$ cat src/rtl/fifo_wr_arbiter.sv
// rtl/fifo_wr_arbiter.sv - round-robin arbiter sharing one FIFO write port among NUM_REQ producers
//
// Purpose: picks one requesting producer per cycle (round-robin), registers its data
// onto the FIFO write port, throttles on full/almostfull so no write lands in a full
// FIFO, and steers the FIFO's wr_ack/overflow back to the producer that owns the write.
//
// Ports:
//   clk, rst_n           clock (rising edge), asynchronous active-low reset
//   arb_en               high allows new grants; low lets the in-flight write finish
//   req, req_data        per-producer request and data (producer i at [i*FIFO_WIDTH +: FIFO_WIDTH])
//   full, almostfull     FIFO flags
//   wr_ack, overflow     FIFO registered write response (cycle after the write edge)
//   gnt                  registered one-hot grant pulse
//   req_ack, req_nack    one-hot write confirmation / overflow report per producer
//   ovf_err              sticky overflow flag
//   wr_en, data_in       registered FIFO write port
//   wr_count             (FIFO_ARB_STATS_EN only) saturating count of acked writes
//
// Optional feature macro: FIFO_ARB_STATS_EN

module fifo_wr_arbiter #(
    parameter int NUM_REQ    = 4,
    parameter int FIFO_WIDTH = 16,
    parameter int FIFO_DEPTH = 8
) (
    input  logic                          clk,
    input  logic                          rst_n,
    input  logic                          arb_en,
    input  logic [NUM_REQ-1:0]            req,
    input  logic [NUM_REQ*FIFO_WIDTH-1:0] req_data,
    input  logic                          full,
    input  logic                          almostfull,
    input  logic                          wr_ack,
    input  logic                          overflow,
    output logic [NUM_REQ-1:0]            gnt,
    output logic [NUM_REQ-1:0]            req_ack,
    output logic [NUM_REQ-1:0]            req_nack,
    output logic                          ovf_err,
`ifdef FIFO_ARB_STATS_EN
    output logic [15:0]                   wr_count,
`endif
    output logic                          wr_en,
    output logic [FIFO_WIDTH-1:0]         data_in
);

    localparam int PTR_W = $clog2(NUM_REQ);

    if (NUM_REQ < 2 || NUM_REQ > 8 || FIFO_DEPTH < 2) begin : g_param_check
        $error("fifo_wr_arbiter: NUM_REQ must be 2..8 and FIFO_DEPTH at least 2");
    end

    logic [PTR_W-1:0]      rr_ptr_q, rr_ptr_d;
    logic [NUM_REQ-1:0]    gnt_q, gnt_d;
    logic                  wr_en_q, wr_en_d;
    logic [FIFO_WIDTH-1:0] data_in_q, data_in_d;
    logic [PTR_W-1:0]      own1_q, own1_d;
    logic [PTR_W-1:0]      own2_q, own2_d;
    logic                  v2_q, v2_d;
    logic                  ovf_err_q, ovf_err_d;

    logic [NUM_REQ-1:0]    elig;
    logic                  issue;
    logic                  found;
    logic [PTR_W-1:0]      win;
    int                    idx;

    // A producer granted last cycle is still holding req; masking it stops a double win.
    assign elig  = req & ~gnt_q;
    // If the write already in flight will make the FIFO full, do not issue another.
    assign issue = arb_en && !full && !(wr_en_q && almostfull);

    // Round-robin search starting at rr_ptr, wrapping modulo NUM_REQ.
    always_comb begin
        found = 1'b0;
        win   = '0;
        idx   = 0;
        for (int i = 0; i < NUM_REQ; i++) begin
            idx = int'(rr_ptr_q) + i;
            if (idx >= NUM_REQ) begin
                idx = idx - NUM_REQ;
            end
            if (!found && elig[idx[PTR_W-1:0]]) begin
                found = 1'b1;
                win   = idx[PTR_W-1:0];
            end
        end
    end

    always_comb begin
        rr_ptr_d  = rr_ptr_q;
        gnt_d     = '0;
        wr_en_d   = 1'b0;
        data_in_d = data_in_q;
        own1_d    = own1_q;
        if (issue && found) begin
            wr_en_d    = 1'b1;
            gnt_d[win] = 1'b1;
            data_in_d  = req_data[int'(win)*FIFO_WIDTH +: FIFO_WIDTH];
            own1_d     = win;
            rr_ptr_d   = (win == PTR_W'(NUM_REQ - 1)) ? '0 : win + PTR_W'(1);
        end
        // Owner and valid follow the write one stage so they line up with the FIFO response.
        own2_d    = own1_q;
        v2_d      = wr_en_q;
        ovf_err_d = ovf_err_q | overflow;
    end

    always_ff @(posedge clk or negedge rst_n) begin
        if (!rst_n) begin
            rr_ptr_q  <= '0;
            gnt_q     <= '0;
            wr_en_q   <= 1'b0;
            data_in_q <= '0;
            own1_q    <= '0;
            own2_q    <= '0;
            v2_q      <= 1'b0;
            ovf_err_q <= 1'b0;
        end else begin
            rr_ptr_q  <= rr_ptr_d;
            gnt_q     <= gnt_d;
            wr_en_q   <= wr_en_d;
            data_in_q <= data_in_d;
            own1_q    <= own1_d;
            own2_q    <= own2_d;
            v2_q      <= v2_d;
            ovf_err_q <= ovf_err_d;
        end
    end

    // Responses with no write in flight (v2 low) are not attributed to anyone.
    always_comb begin
        req_ack  = '0;
        req_nack = '0;
        if (wr_ack && v2_q) begin
            req_ack[own2_q] = 1'b1;
        end
        if (overflow && v2_q) begin
            req_nack[own2_q] = 1'b1;
        end
    end

    assign gnt     = gnt_q;
    assign wr_en   = wr_en_q;
    assign data_in = data_in_q;
    assign ovf_err = ovf_err_q;

`ifdef FIFO_ARB_STATS_EN
    logic [15:0] wr_count_q, wr_count_d;

    always_comb begin
        wr_count_d = wr_count_q;
        if (|req_ack && wr_count_q != 16'hFFFF) begin
            wr_count_d = wr_count_q + 16'd1;
        end
    end

    always_ff @(posedge clk or negedge rst_n) begin
        if (!rst_n) begin
            wr_count_q <= '0;
        end else begin
            wr_count_q <= wr_count_d;
        end
    end

    assign wr_count = wr_count_q;
`endif

endmodule

$ cat config.mk
export PLATFORM = sky130hd
export DESIGN_NAME = fifo_wr_arbiter
export DESIGN_NICKNAME = d
export VERILOG_FILES = /design/src/rtl/fifo_wr_arbiter.sv
export SDC_FILE = /design/constraint.sdc
export NUM_CORES = 1
export LEC_CHECK = 0
export CORE_ASPECT_RATIO = 1.75
export CORE_MARGIN = 1
export CORE_UTILIZATION = 40
export CTS_CLUSTER_DIAMETER = 40
export DETAILED_ROUTE_END_ITERATION = 8
export PLACE_DENSITY = 0.89
export SYNTH_ARGS = -nofsm -noshare
export SYNTH_HDL_FRONTEND = slang
export SYNTH_SLANG_ARGS = --single-unit
$ cat constraint.sdc
create_clock -name clk -period 3.2 [get_ports clk]
set_input_delay 0.48 -clock clk [delete_from_list [all_inputs] [get_ports clk]]
set_output_delay 0.48 -clock clk [all_outputs]
set_load 0.005 [all_outputs]
==> impl_metrics.env <==
export IMPL_status="finished, final reports clean"
export IMPL_tightest_slew_ns=0.5520
export IMPL_areaGrowthSynthToFinish_pct=70.87
export IMPL_pin_count=105
export IMPL_totalWireLength_um=5080
export IMPL_leakagePower_uw=0.001226
export IMPL_synthArstFlopShare=1.000
export IMPL_hold_viol_final=0
export IMPL_fin_tns_setup_ns=0
export IMPL_final_nets=340
export IMPL_critPathLaunchType="input pin"
export IMPL_num_vias=1677
export IMPL_antenna_found_initial=0
export IMPL_synthFlopType="dfrtp_1"
export IMPL_cts_root_buffer="clkbuf_8"
export IMPL_drive_gt1_frac=0.09398
export IMPL_clk_pin_slew_ns=0.07
export IMPL_drv_cap=0
export IMPL_yosysWarnings=0
export IMPL_clk_insertion_delay_late_ns=0.28
export IMPL_synth_edf_count=0
export IMPL_cts_setup_buffers=0
export IMPL_finalCriticalPeriod_ns=2.417
export IMPL_die_w_um=50.92
export IMPL_grt_pass1_wl_um=7935
export IMPL_port_buffer_count=104
export IMPL_fmax_mhz=413.7
export IMPL_crit_fanout=25
export IMPL_required_ns=3.36
export IMPL_cts_buffer_depth=2
export IMPL_power_density_nw_per_um2=630.9
export IMPL_irDropWorstVdd_uv=459.2
export IMPL_maxSlewViolCount=0
export IMPL_netlist_area_um2=1675
export IMPL_wire_per_inst_um=16.18
export IMPL_cts_resized=0
export IMPL_worstSetupPathType="input pin to flop"
export IMPL_post_dp_hpwl_um=3826
export IMPL_yosysSeqAreaShare=0.4332
export IMPL_ant_nets=0
export IMPL_grt_max_degree=30
export IMPL_ys_ff_latch=29
export IMPL_row_count=30
export IMPL_final_setup_viol_count=0
export IMPL_dieArea_um2=4461
export IMPL_grt_total_usage=0.2450
export IMPL_cp_arrival_ns=2.57
export IMPL_slew_headroom=0.6298
export IMPL_first_pass_iters=4
export IMPL_fin_crit_sh=0.7554
export IMPL_end_kind="flop"
export IMPL_hold_ws_ns=0.3866
export IMPL_placedCellCount=306
export IMPL_dpl_cell_area_um2=2746
export IMPL_htreeDepth=2
export IMPL_ys_types=31
export IMPL_rsz0062_at_grt="no"
export IMPL_grt_ovfl_total=0
export IMPL_final_util=0.7263
export IMPL_gp_congestion=0.7830
export IMPL_final_setup_skew_ns=0.009242
export IMPL_die_h_um=87.62
export IMPL_grt_pass1_vias=1762
export IMPL_hold_path_class="flop to flop"
export IMPL_clock_sinks=29
export IMPL_design_area_um2=2863
export IMPL_fillers=307
export IMPL_drcViolationCount=0
export IMPL_final_cell_mix="clkdlybuf4s50_1, mux2i_1, nand2_1, dfrtp_1, nor2_1"
export IMPL_cts_made_buffers=5
export IMPL_initial_core_util=0.4251
export IMPL_diodes=0
export IMPL_fp_coreArea_um2=3941
export IMPL_dr_first_iter_drc_count=23
export IMPL_finalNonFillerCells=314
export IMPL_tritoncts="yes"
export IMPL_layout_commonest_cell="clkdlybuf4s50_1"
export IMPL_syn_nets=232
export IMPL_cts_hold_buf=0
export IMPL_vias_per_cell=5.341
export IMPL_syn_avg_cell_area_um2=10.67
export IMPL_syn_inst=157
[where the power goes]
group          internal (µW)  switching, µW  leakage, µW
registers                493           87.1     0.000362
logic                    478            355     0.000806
clock network            254            140    0.0000585
total                   1220            582      0.00123
[synth_stat cells (2+ instances only)]
library cell	count	area, µm²
nand2b_1	5	31.28
buf_4	2	15.01
nand2_1	29	108.9
dfrtp_1	29	725.7
buf_12	2	40.04
o221ai_1	9	78.83
clkbuf_1	2	7.510
nor2b_1	4	25.02
mux2i_1	32	320.3
o221ai_2	7	105.1
inv_1	2	7.510
nor3_1	2	10.01
nor2_1	10	37.54
and2_1	2	12.51
o21ai_0	4	20.02
[metrics by stage]
step                worst slack [ns]  power (µW)
detailed placement            0.5237        1416
finish                        0.7828        1806
global placement              0.5866        1387
global route                  0.6565        1907
CTS                           0.8070        1820
floorplan                      1.315        1046
[routing by layer]
| layer | global-route usage | vias up | part of all wire |
|---|---|---|---|
| li1 | - | 787 | - |
| met1 | 0.2356 | 809 | 0.33 |
| met2 | 0.4749 | 65 | 0.60 |
| met3 | 0.04340 | 16 | 0.039 |
| met4 | 0.1263 | 0 | 0.034 |
| met5 | 0 | - | 0 |
[layout make-up]
cell class | instances | area [µm²] | share of cell area
Clock buffer | 7 | 86.33 | 0.03016
Tap cell | 48 | 60.06 | 0.02098
Clock inverter | 1 | 30.03 | 0.01049
Inverter | 3 | 11.26 | 0.003934
Sequential cell | 29 | 725.7 | 0.2535
Timing Repair Buffer | 109 | 1079 | 0.3767
Multi-Input combinational cell | 117 | 870.8 | 0.3042
[path summary, 6_finish.rpt]
check | cells past startpoint | slack [ns] | from | to
min in group asynchronous | 2 | 0.59 | rst_n | data_in[12]
worst max register to register | 6 | 1.02 | rr_ptr_q[1] | data_in[9]
worst max-delay path | 7 | 0.78 | req[1] | data_in[9]
worst min-delay path | 0 | 0.39 | own1_q[1] | own2_q[1]
max in group asynchronous | 2 | 2.32 | rst_n | v2_q
worst min register to register | 0 | 0.39 | own1_q[1] | own2_q[1]
[kinds of logic (layout without fill, tap and decap cells)]
| logic type | after synthesis | count (layout) | share of synthesized area |
|---|---|---|---|
| AND/OR/NAND/NOR | 58 | 58 | 0.1628 |
| flip-flops | 29 | 29 | 0.4332 |
| multiplexers | 32 | 32 | 0.1912 |
| buffers and inverters | 11 | 120 | 0.05377 |
| AO/OA/AOI/OAI | 26 | 26 | 0.1539 |
| XOR/XNOR | 1 | 1 | 0.005229 |
[worst max-delay path: stages]
cell and delay (ns):
clkdlybuf4s50_1 0.49, or3b_1 0.35, a32oi_1 0.23, and2_1 0.16
buf_4 0.37, mux2i_1 0.35, o221ai_2 0.12
[sequential cells by signal (all words and copies together), names as in the netlist]
register  flops
data_in      16
gnt           4
own1_q        2
own2_q        2
rr_ptr_q      2
ovf_err       1
v2_q          1
wr_en         1
No activity file was read; power rests on OpenSTA's default activity.
